$ cat src/rtl/mcpu_pkg.sv
// ---------------------------------------------------------------------------
// mcpu_pkg
// Shared definitions for the MCPU and its program loader:
//   - loader_state_e : states of the byte-stream program loader
//   - SYNC_BYTE_DEF  : default frame start marker
//   - OP_*           : MCPU opcode field values (instr[15:12]); instruction
//                      layout is {op[3:0], reg[3:0], imm[7:0]}
// ---------------------------------------------------------------------------
package mcpu_pkg;

   typedef enum logic [3:0] {
      ST_IDLE  = 4'd0,
      ST_COUNT = 4'd1,
      ST_ADDR  = 4'd2,
      ST_HI    = 4'd3,
      ST_LO    = 4'd4,
      ST_WRITE = 4'd5,
      ST_CSUM  = 4'd6,
      ST_DONE  = 4'd7,
      ST_ERR   = 4'd8
   } loader_state_e;

   localparam logic [7:0] SYNC_BYTE_DEF = 8'hA5;

   localparam logic [3:0] OP_NOP          = 4'h0;
   localparam logic [3:0] OP_SHORT_TO_REG = 4'h1;
   localparam logic [3:0] OP_MOV          = 4'h2;
   localparam logic [3:0] OP_ADD          = 4'h3;
   localparam logic [3:0] OP_SUB          = 4'h4;
   localparam logic [3:0] OP_JMP          = 4'h5;

   // Build one instruction word from its fields.
   function automatic logic [15:0] mk_instr(input logic [3:0] op,
                                            input logic [3:0] rd,
                                            input logic [7:0] imm);
      return {op, rd, imm};
   endfunction

endpackage

$ cat src/rtl/mcpu_prog_loader.sv
// ---------------------------------------------------------------------------
// mcpu_prog_loader
// Receives a framed byte stream (SYNC, COUNT, ADDR, COUNT x {HI,LO}, CSUM)
// over valid/ready, writes each assembled 16-bit word straight into the
// MCPU RAM, and holds the CPU in reset until a frame with a good checksum
// has been loaded.
//
// Ports:
//   clk, reset           single clock, synchronous active-high reset
//   in_data/in_valid     byte stream in
//   in_ready             byte accepted when in_valid && in_ready
//   mem_we/addr/wdata    RAM write port, one strobe per word
//   cpu_reset            MCPU reset (low only after a good load)
//   busy/done/error      frame in progress / last frame good / last frame bad
// ---------------------------------------------------------------------------
module mcpu_prog_loader
   import mcpu_pkg::*;
#(
   parameter logic [7:0] SYNC_BYTE = SYNC_BYTE_DEF,
   parameter int         ADDR_W    = 8,
   parameter int         DATA_W    = 16
) (
   input  logic              clk,
   input  logic              reset,
   input  logic [7:0]        in_data,
   input  logic              in_valid,
   output logic              in_ready,
   output logic              mem_we,
   output logic [ADDR_W-1:0] mem_addr,
   output logic [DATA_W-1:0] mem_wdata,
   output logic              cpu_reset,
   output logic              busy,
   output logic              done,
   output logic              error
);

   loader_state_e     state, state_n;
   logic [8:0]        cnt;      // words remaining; 9 bits so COUNT=0 means 256
   logic [ADDR_W-1:0] ptr;      // wraps naturally mod 2**ADDR_W
   logic [7:0]        hi_byte;
   logic [7:0]        sum;
   logic [7:0]        sum_n;
   logic              xfer;

   assign xfer = in_valid && in_ready;

   always_comb begin
      state_n = state;
      sum_n   = sum + in_data;
      case (state)
         ST_IDLE, ST_DONE, ST_ERR:
            if (xfer && (in_data == SYNC_BYTE)) state_n = ST_COUNT;
         ST_COUNT: if (xfer) state_n = ST_ADDR;
         ST_ADDR:  if (xfer) state_n = ST_HI;
         ST_HI:    if (xfer) state_n = ST_LO;
         ST_LO:    if (xfer) state_n = ST_WRITE;
         ST_WRITE: state_n = (cnt == 9'd1) ? ST_CSUM : ST_HI;
         ST_CSUM:  if (xfer) state_n = (sum_n == 8'd0) ? ST_DONE : ST_ERR;
         default:  state_n = ST_IDLE;
      endcase
   end

   // Control state and registered outputs, all derived from the next state
   // so they line up with the state they describe.
   always_ff @(posedge clk) begin
      if (reset) begin
         state     <= ST_IDLE;
         in_ready  <= 1'b0;
         mem_we    <= 1'b0;
         mem_addr  <= '0;
         mem_wdata <= '0;
         cpu_reset <= 1'b1;
         busy      <= 1'b0;
         done      <= 1'b0;
         error     <= 1'b0;
      end else begin
         state     <= state_n;
         in_ready  <= (state_n != ST_WRITE);
         mem_we    <= (state_n == ST_WRITE);
         cpu_reset <= (state_n != ST_DONE);
         done      <= (state_n == ST_DONE);
         error     <= (state_n == ST_ERR);
         busy      <= (state_n != ST_IDLE) && (state_n != ST_DONE) &&
                      (state_n != ST_ERR);
         // Address/data are captured with the LO byte and then held.
         if (xfer && (state == ST_LO)) begin
            mem_addr  <= ptr;
            mem_wdata <= DATA_W'({hi_byte, in_data});
         end
      end
   end

   // Frame datapath; every field is loaded before it is used, so no reset.
   always_ff @(posedge clk) begin
      case (state)
         ST_COUNT: if (xfer) begin
            cnt <= (in_data == 8'd0) ? 9'd256 : {1'b0, in_data};
            sum <= in_data;
         end
         ST_ADDR: if (xfer) begin
            ptr <= ADDR_W'(in_data);
            sum <= sum_n;
         end
         ST_HI: if (xfer) begin
            hi_byte <= in_data;
            sum     <= sum_n;
         end
         ST_LO: if (xfer) sum <= sum_n;
         ST_WRITE: begin
            ptr <= ptr + 1'b1;
            cnt <= cnt - 9'd1;
         end
         default: ;
      endcase
   end

endmodule

$ cat config.mk
export PLATFORM = sky130hd
export DESIGN_NAME = mcpu_prog_loader
export DESIGN_NICKNAME = d
export VERILOG_FILES = /design/src/rtl/mcpu_pkg.sv /design/src/rtl/mcpu_prog_loader.sv
export SDC_FILE = /design/constraint.sdc
export NUM_CORES = 1
export LEC_CHECK = 0
export BUFFER_PORTS_ARGS = -buffer_cell sky130_fd_sc_hd__buf_2
export CAP_MARGIN = 15
export CELL_PAD_IN_SITES_DETAIL_PLACEMENT = 2
export CELL_PAD_IN_SITES_GLOBAL_PLACEMENT = 2
export CORE_ASPECT_RATIO = 0.75
export CORE_MARGIN = 2
export CORE_UTILIZATION = 39
export CTS_CLUSTER_DIAMETER = 50
export CTS_CLUSTER_SIZE = 30
export DETAILED_ROUTE_END_ITERATION = 6
export MAX_ROUTING_LAYER = met4
export PLACE_DENSITY_LB_ADDON = 0.1
export SYNTH_ARGS = -nofsm -noshare
export SYNTH_HDL_FRONTEND = slang
export SYNTH_SLANG_ARGS = --single-unit
$ cat constraint.sdc
create_clock -name clk -period 4.7 [get_ports clk]
set_input_delay 0.94 -clock clk [delete_from_list [all_inputs] [get_ports clk]]
set_output_delay 0.94 -clock clk [all_outputs]
set_load 0.02 [all_outputs]
==> flow_metrics.py, run 1 <==
metrics = {
    "drt": {
        "drt_iter0_markers": 149,
        "ant_nets": 0,
        "vias": 2678,
        "wirelength_um": 9510,
        "drtPass1Iterations": 4,
        "vias_per_cell": 5.50,
        "drc": 0,
        "wl_per_cell_um": 19.5,
    },
    "timing": {
        "setup_viol": 0,
        "hold_ws_ns": 0.460,
        "max_freq_mhz": 323,
        "period_share_pct": 65.8,
        "rsz0062_at_grt": "no",
        "min_period_ns": 3.09,
        "relSlewSlack_pct": 40.5,
        "slew_viol_final": 0,
        "setup_tns_ns": 0,
        "finalHoldViolCount": 0,
        "tightest_slew_ns": 0.891,
        "fin_worst_skew_ns": 0.00698,
    },
    "yosys": {
        "ys_seq_area_share_pct": 51.1,
        "ys_ff_latch": 67,
        "avgSynthCellArea_sq_um": 9.73,
        "synth-edff-count": 33,
        "ys_warn_count": 0,
        "synthFlopType": "dfxtp_1",
        "async_reset_ff_share_pct": 0,
        "syn_nets": 358,
        "netlist_area_sq_um": 3270,
        "synthCells": 336,
        "ys_types": 47,
    },
    "global_route": {
        "grtUsageMet3_pct": 4.71,
        "grt_max_degree": 32,
        "grt_remaining_overflow": 0,
        "grt_pass1_vias": 2795,
        "antenna_found_initial": 0,
        "grt_busiest_layer": "met2",
        "use_met2_pct": 35.1,
        "grt_use_met1_pct": 30.9,
        "grtUsageTotal_pct": 22.9,
        "grt_pass1_wl_um": 15300,
    },
    "place": {
        "hpwl_um": 6920,
        "io_buffer_count": 40,
        "place_congestion": 0.786,
    },
    "die": {
        "core_sq_um": 8020,
        "start_util_pct": 40.8,
        "boundaryPins": 41,
        "fp.dieArea_sq_um": 9140,
        "fp.dieH_um": 83.3,
        "die_width_um": 110,
        "fp-row-count": 28,
    },
    "final_layout": {
        "layout_commonest_cell": "nand2_1",
        "layout.area.seq_sq_um": 1670,
        "mostFrequentLayoutCells": "nand2_1 (60), a21oi_1 (43), buf_2 (40)",
        "post-route-util_pct": 47.1,
        "antenna_cells": 0,
        "area.growth.synth_to_final_pct": 15.6,
        "final_net_count": 399,
        "drive_gt1_share_pct": 20.2,
        "fill_cells": 866,
        "multi_input_area_sq_um": 1530,
    },
    "critical_path": {
        "crit_path_max_fanout": 7,
        "critPathLaunch": "in_data[0]",
        "crit_path_end_kind": "flop",
        "crit_type": "primary input to flop",
        "cp-start-kind": "primary input",
        "arrival_ns": 3.31,
        "rr_startpoint": "sum[0]$_DFFE_PP_",
        "cp.required_ns": 4.92,
    },
    "clock_network": {
        "cts_tree": "yes",
        "cts_buffer_depth": 2,
        "clkTransAtPathRegs_ns": 0.08,
        "post_cts_buffers": 0,
        "cts_hold_buf": 0,
        "cts_buffers": 9,
        "htreeDepth": 3,
        "cts.sinks": 67,
        "clk_latency_ns": 0.37,
        "clock-root-buffer": "clkbuf_8",
        "cts_resized": 0,
    },
    "worst_hold_path": {
        "hp-class": "flop to flop",
        "min-delay-start": "mem_wdata[7]$_SDFFE_PP0P_",
    },
    "status": {
        "status": "finished, final reports clean",
    },
    "pwr": {
        "p_per_area_nw_per_um2": 305,
        "peakVddDrop_v": 0.000176,
        "leakage_uw": 0.00141,
    },
    "flow_run": {
        "drv_cap": 0,
    },
}
==> layer usage <==
| layer | wire length [um] | vias to the layer above | share of wire, % |
|---|---|---|---|
| li1 | - | 1274 | - |
| met1 | 4720 | 1344 | 50 |
| met2 | 4390 | 48 | 46 |
| met3 | 292 | 12 | 3.1 |
| met4 | 110 | 0 | 1.2 |
| met5 | 0 | - | 0 |
==> critical path, cell delays in order <==
cell and delay [ns]:
buf_2 0.14, ha_1 0.24, fa_1 0.42, a211oi_1 0.36, nor2_1 0.12, xor2_1 0.16, nor3_1 0.28, nand4bb_1 0.26
a32oi_1 0.32, a211oi_1 0.08
==> flip-flops by register name, summed over array words and instances, names as in the netlist <==
register	flops
hi_byte	8
cpu_reset	1
state	4
mem_wdata	16
in_ready	1
cnt	9
busy	1
error	1
ptr	8
mem_we	1
mem_addr	8
done	1
sum	8
==> cell usage after synthesis (2+ instances only) <==
cell type  number  area share (%)
mux2_2          7             2.4
or3_1           2            0.38
inv_1           6            0.69
nand3_1         8             1.2
xor2_1          9             2.4
nand2_1        60             6.9
a211oi_1        5             1.1
nor3_1          6            0.92
xnor2_1        10             2.7
o31ai_1         2            0.46
and2_1          5            0.96
dfxtp_1        34              21
ha_1           10             3.8
a21oi_1        43             6.6
a31oi_1         2            0.38
and3_1          3            0.57
edfxtp_1       33              30
nor2_1         32             3.7
nor2b_1         4            0.77
clkbuf_1       14             1.6
nor4_1          6             1.1
nor3b_1         2            0.46
o21ai_0         9             1.4
==> power breakdown <==
group | total (uW) | internal [uW] | switching (uW) | leakage, uW
clock | 479 | 227 | 252 | 0.0000991
combinational | 63.0 | 21.8 | 41.2 | 0.000740
sequential | 612 | 611 | 0.485 | 0.000573
==> per-stage QoR <==
step,instances,setup WS (ns),power [uW],area (sq um)
2_1_floorplan,336,1.78,661,3270
3_3_place_gp,471,1.43,685,3590
3_5_place_dp,471,1.24,688,3590
4_1_cts,487,1.62,1170,3780
5_1_grt,487,1.37,1190,3780
6_report,487,1.61,1150,3780
==> final timing paths <==
check | depth (start not counted) | end | slack, ns
max | 10 | state[3]$_SDFF_PP0_ | 1.61
min | 2 | mem_wdata[7]$_SDFFE_PP0P_ | 0.46
max reg2reg | 9 | state[3]$_SDFF_PP0_ | 1.94
min reg2reg | 2 | mem_wdata[7]$_SDFFE_PP0P_ | 0.46
==> cell type report <==
| type | instances | share of cell area (%) |
|---|---|---|
| Clock buffer | 10 | 3.94 |
| Sequential cell | 67 | 44.2 |
| Multi-Input combinational cell | 249 | 40.5 |
| Timing Repair Buffer | 44 | 6.09 |
| Clock inverter | 6 | 1.13 |
| Inverter | 6 | 0.596 |
| Tap cell | 105 | 3.48 |
==> cell families (layout without fill, tap and decap cells) <==
| family | count (synthesis) | in the layout | synth area share (%) |
|---|---|---|---|
| AND/OR/NAND/NOR | 139 | 139 | 20.0 |
| AO/OA/AOI/OAI | 71 | 71 | 13.6 |
| flip-flops | 67 | 67 | 51.1 |
| XOR/XNOR | 20 | 20 | 5.78 |
| buffers and inverters | 20 | 66 | 2.30 |
| adder cells (fa/ha/maj) | 11 | 11 | 4.44 |
| multiplexers | 8 | 8 | 2.72 |
(Power assumes the default switching activity.)
==> run 2: changes to the inputs <==
Settings changed: ABC_AREA set to 1, CORE_UTILIZATION 39 to 35.
Clock period 4.7 ns to 3.2 ns, I/O delays scaled along.
==> flow_metrics.py, run 2 <==
metrics = {
    "die": {
        "core_sq_um": 9540,
        "fp-row-count": 31,
        "fp.dieArea_sq_um": 10500,
        "fp.dieH_um": 89.2,
        "die_width_um": 118,
        "boundaryPins": 41,
        "start_util_pct": 35.5,
    },
    "critical_path": {
        "path_cells": "buf_2 > ha_1 > fa_1 > or2_2 > nor2_1 > nand3_2 > nor2_2 > nand2_2 > nand2_4 > o21ai_0 > a21oi_1 > nor2_1",
        "critPathLaunch": "in_data[0]",
        "slowest_delay_ns": 0.46,
        "endpoint": "state[3]$_SDFF_PP0_",
        "rr_startpoint": "sum[0]$_DFFE_PP_",
        "crit_type": "primary input to flop",
        "rrSetupSlack_ns": 0.75,
        "crit_path_max_fanout": 6,
        "cp.depth": 12,
        "path_buf_inv": 1,
        "crit_path_frequent_cell": "nor2_1",
        "arrival_ns": 2.75,
        "timing.rr.end": "state[3]$_SDFF_PP0_",
        "cp.required_ns": 3.41,
        "cp-start-kind": "primary input",
        "crit_path_end_kind": "flop",
        "critPathTopFamily": "simple AND/OR/NAND/NOR gates",
        "crit_path_top_delay_cell": "fa_1",
        "r2r_cells": 11,
    },
    "place": {
        "place_congestion": 0.807,
        "io_buffer_count": 40,
        "hpwl_um": 7680,
    },
    "final_layout": {
        "largest_reg_flops": 16,
        "multi_input_area_sq_um": 1510,
        "final_net_count": 466,
        "mostFrequentLayoutCells": "nand2_1 (93), nand3_1 (41), buf_2 (40)",
        "post-route-util_pct": 42.5,
        "reg_top3": "mem_wdata x16, cnt x9",
        "layout_commonest_cell": "nand2_1",
        "layout.area.seq_sq_um": 1670,
        "antenna_cells": 0,
        "fill_cells": 1105,
        "top_register": "mem_wdata",
        "drive_gt1_share_pct": 20.0,
        "area.growth.synth_to_final_pct": 19.8,
    },
    "timing": {
        "hold_ws_ns": 0.461,
        "period_share_pct": 79.1,
        "finalHoldViolCount": 0,
        "min_period_ns": 2.53,
        "fin_worst_skew_ns": 0.00958,
        "max_freq_mhz": 395,
        "tightest_slew_ns": 0.460,
        "setup_viol": 0,
        "setup_tns_ns": 0,
        "rsz0062_at_grt": "no",
        "slew_viol_final": 0,
        "relSlewSlack_pct": 69.2,
    },
    "global_route": {
        "grt_remaining_overflow": 0,
        "grtUsageTotal_pct": 22.7,
        "grt_pass1_vias": 3158,
        "grt_pass1_wl_um": 17500,
        "grt_max_degree": 27,
        "antenna_found_initial": 0,
    },
    "clock_network": {
        "cts_buffers": 9,
        "htreeDepth": 3,
        "clock-root-buffer": "clkbuf_16",
        "cts_buffer_depth": 2,
        "cts.sinks": 67,
        "cts_resized": 0,
        "post_cts_buffers": 0,
        "cts_tree": "yes",
        "clk_latency_ns": 0.33,
        "cts_hold_buf": 0,
        "clkTransAtPathRegs_ns": 0.06,
    },
    "drt": {
        "vias_per_cell": 5.07,
        "wl_per_cell_um": 18.6,
        "vias": 2943,
        "ant_nets": 0,
        "drc": 0,
        "drt_iter0_markers": 114,
        "drtPass1Iterations": 4,
        "wirelength_um": 10800,
    },
    "yosys": {
        "ys_ff_latch": 67,
        "yosysTopAreaCell": "edfxtp_1",
        "yosysMostFrequentCell": "nand2_1",
        "ys_seq_area_share_pct": 49.4,
        "synthCells": 399,
        "netlist_area_sq_um": 3380,
        "synth_top_cell_area_share_pct": 29.3,
        "ys_types": 34,
        "ys_warn_count": 0,
        "syn_nets": 421,
        "async_reset_ff_share_pct": 0,
        "synth_area_leaders": "edfxtp_1 (29%), dfxtp_1 (20%), nand2_1 (10%)",
        "synth-edff-count": 33,
        "synthFlopType": "dfxtp_1",
        "synth.top_cells.by_count": "nand2_1 (93), nand3_1 (41), a21oi_1 (34), dfxtp_1 (34), inv_1 (34)",
        "avgSynthCellArea_sq_um": 8.48,
    },
    "worst_hold_path": {
        "hp-class": "flop to flop",
    },
    "pwr": {
        "p_per_area_nw_per_um2": 551,
        "peakVddDrop_v": 0.000355,
        "leakage_uw": 0.00172,
    },
    "status": {
        "status": "finished, final reports clean",
    },
    "flow_run": {
        "drv_cap": 0,
    },
}
## run 2: worst min-delay path: stages (launching register included)
cell     delay (ns)
dfxtp_1        0.30
nand2_1        0.06
a21oi_1        0.05
## run 2: how the worst min path moves through the flow
stage,startpoint,endpoint,slack (ns),cells after the start
floorplan,hi_byte[2]$_DFFE_PP_,mem_wdata[10]$_SDFFE_PP0P_,0.52,2
finish,mem_wdata[3]$_SDFFE_PP0P_,mem_wdata[3]$_SDFFE_PP0P_,0.46,2
global placement,mem_wdata[12]$_SDFFE_PP0P_,mem_wdata[12]$_SDFFE_PP0P_,0.45,2
CTS,mem_wdata[3]$_SDFFE_PP0P_,mem_wdata[3]$_SDFFE_PP0P_,0.46,2
global route,mem_wdata[1]$_SDFFE_PP0P_,mem_wdata[1]$_SDFFE_PP0P_,0.47,2
detailed placement,mem_wdata[3]$_SDFFE_PP0P_,mem_wdata[3]$_SDFFE_PP0P_,0.45,2
## run 2: per-stage QoR
| stage | cell area, sq um | power [uW] | setup slack, ns | std cells |
|---|---|---|---|---|
| floorplan | 3380 | 1110 | 0.717 | 399 |
| global placement | 3740 | 1180 | 0.452 | 565 |
| detailed placement | 3740 | 1200 | 0.344 | 565 |
| CTS | 4060 | 2260 | 0.643 | 581 |
| global route | 4060 | 2330 | 0.486 | 581 |
| finish | 4060 | 2230 | 0.667 | 581 |
## run 2: logic make-up after synthesis
group / share of synthesized area (%)
adders and majority gates: 4.29
buffers and inverters: 6.03
DFF: 49.4
AOI/OAI and AO/OA: 9.61
and+or+nand+nor: 27.8
xor gates and xnor gates: 2.85
## run 2: metal layers
layer  track usage (%)  up-vias  share of wire, %
met3              4.59       14               2.0
li1                  -     1429                 -
met4              6.35        0               1.5
met2              39.4       29                50
met5                 -        -                 0
met1              27.3     1471                46
## run 2: area by class of cell
class	count	share of cell area (%)
flip-flops and latches	67	41.2
multi-input cells	282	37.2
repair buffers	47	6.23
clock buffers	10	6.17
well taps	132	4.07
inverters	37	3.42
clock inverters	6	1.67
## run 2: power breakdown
part | internal [uW] | total, uW | switching, uW
Combinational | 71.5 | 242 | 170
Sequential | 924 | 939 | 15.2
Clock | 656 | 1050 | 396
Total | 1650 | 2230 | 582
==> run 3: changes to the inputs <==
Clock period 3.2 ns to 2.4 ns, I/O delays scaled along.
==> flow_metrics.py, run 3 (synthesis results as in run 2) <==
metrics = {
    "drt": {
        "vias_per_cell": 5.03,
        "drt_iter0_markers": 119,
        "vias": 2995,
        "wl_per_cell_um": 18.4,
        "drtPass1Iterations": 4,
        "wirelength_um": 10900,
        "drc": 0,
        "ant_nets": 0,
    },
    "place": {
        "io_buffer_count": 40,
        "hpwl_um": 8070,
        "place_inst": 579,
        "place_area_sq_um": 3840,
        "place_congestion": 0.832,
        "post-place-ws_ns": -0.212,
    },
    "worst_hold_path": {
        "hp-class": "flop to flop",
        "min_path_cells": 2,
    },
    "critical_path": {
        "rrSetupSlack_ns": 0.16,
        "cp-start-kind": "flop",
        "critPathTopFamily": "simple AND/OR/NAND/NOR gates",
        "crit_type": "flop to flop",
        "cp.depth": 15,
        "arrival_ns": 2.46,
        "cp.required_ns": 2.61,
        "crit_path_top_delay_cell": "edfxtp_1",
        "path_buf_inv": 2,
        "r2r_cells": 15,
        "crit_path_end_kind": "flop",
        "crit_path_frequent_cell": "nand2_1",
        "slowest_delay_ns": 0.38,
        "crit_path_max_fanout": 3,
        "path_cells": "ha_2 > buf_4 > buf_4 > nand2_1 > nand2_1 > nand3b_1 > nand2_1 > nand2_1 > nand2_1 > nor2_2 > nand2_2 > nand2_4 > o21ai_1 > a21oi_2 > nor2_1",
    },
    "timing": {
        "relSlewSlack_pct": 72.3,
        "tightest_slew_ns": 0.415,
        "slew_viol_final": 0,
        "max_freq_mhz": 446,
        "period_share_pct": 93.5,
        "setup_viol": 0,
        "fin_worst_skew_ns": 0.00717,
        "finalHoldViolCount": 0,
        "layout_setup_ws_ns": 0.157,
        "min_period_ns": 2.24,
    },
    "final_layout": {
        "drive_gt1_share_pct": 23.7,
        "final_cells": 596,
        "mostFrequentLayoutCells": "nand2_1 (93), nand3_1 (40), buf_2 (40)",
        "top_register": "mem_wdata",
        "reg_top3": "mem_wdata x16, cnt x9",
        "final_net_count": 481,
        "area.growth.synth_to_final_pct": 22.5,
        "largest_reg_flops": 16,
        "stdcell_area_sq_um": 4150,
        "antenna_cells": 0,
        "layout_commonest_cell": "nand2_1",
    },
    "pwr": {
        "p_per_area_nw_per_um2": 684,
        "p_total_uw": 2840,
        "peakVddDrop_v": 0.000366,
        "leakage_uw": 0.00177,
    },
    "clock_network": {
        "cts_buffer_depth": 2,
        "cts_buffers": 9,
        "cts_tree": "yes",
        "clkTransAtPathRegs_ns": 0.06,
        "clock-root-buffer": "clkbuf_16",
        "clk_latency_ns": 0.34,
        "cts.sinks": 67,
        "htreeDepth": 3,
    },
    "die": {
        "fp.dieH_um": 89.2,
        "fp-row-count": 31,
        "core_sq_um": 9540,
        "start_util_pct": 35.5,
        "die_width_um": 118,
        "fp.dieArea_sq_um": 10500,
        "boundaryPins": 41,
    },
    "global_route": {
        "grtUsageTotal_pct": 22.5,
        "grt_max_degree": 27,
        "grt_remaining_overflow": 0,
        "antenna_found_initial": 0,
        "grt_pass1_wl_um": 17300,
        "grt_pass1_vias": 3258,
    },
    "flow_run": {
        "drv_cap": 0,
    },
    "status": {
        "status": "finished, final reports clean",
    },
}
==> run 3: where the power goes <==
part,switching (uW),internal (uW)
sequential,20.1,1230
clock,530,704
combinational,235,114
==> run 3: layer usage <==
layer	routed length, um	up-vias	part of all wire [%]	global-route usage (%)
li1	-	1457	-	-
met1	4990	1472	46	26.8
met2	5480	46	50	38.8
met3	288	20	2.6	4.91
met4	191	0	1.7	7.12
met5	0	-	0	-
==> run 3: worst reg2reg max path: cells and delay by family (launching register included) <==
family,cells,cell delay (ns)
compound gates,2,0.28
fa+ha+maj,1,0.21
buf+inv,2,0.26
flops,1,0.38
simple gates,10,1.01
==> run 3: worst paths after layout <==
check,from,to
setup / recovery,sum[0]$_DFFE_PP_,error$_SDFF_PP0_
hold / removal,mem_wdata[1]$_SDFFE_PP0P_,mem_wdata[1]$_SDFFE_PP0P_
setup reg to reg,sum[0]$_DFFE_PP_,error$_SDFF_PP0_
hold reg to reg,mem_wdata[1]$_SDFFE_PP0P_,mem_wdata[1]$_SDFFE_PP0P_
==> run 3: final cells by class <==
| type | instances | area (sq um) |
|---|---|---|
| Sequential cell | 67 | 1670 |
| Clock buffer | 9 | 225 |
| Tap cell | 132 | 165 |
| Inverter | 37 | 139 |
| Clock inverter | 7 | 50.0 |
| Multi-Input combinational cell | 282 | 1530 |
| Fill cell | 1105 | 5400 |
| Timing Repair Buffer | 62 | 365 |
==> run 3: timing repair <==
action,4_1_cts,5_1_grt
buffers inserted,0,1
resized for setup,0,7
endpoints found under the setup margin,0,5
hold buffers,0,0
==> run 3: metrics by stage <==
stage	util, %	hold WS [ns]	setup TNS [ns]
after floorplan	-	0.519	0
after global routing	43.5	0.473	-0.0817
after global placement	40.3	0.446	-0.506
final	43.5	0.457	0
after CTS	43.2	0.454	0
after detailed placement	40.3	0.451	-0.871
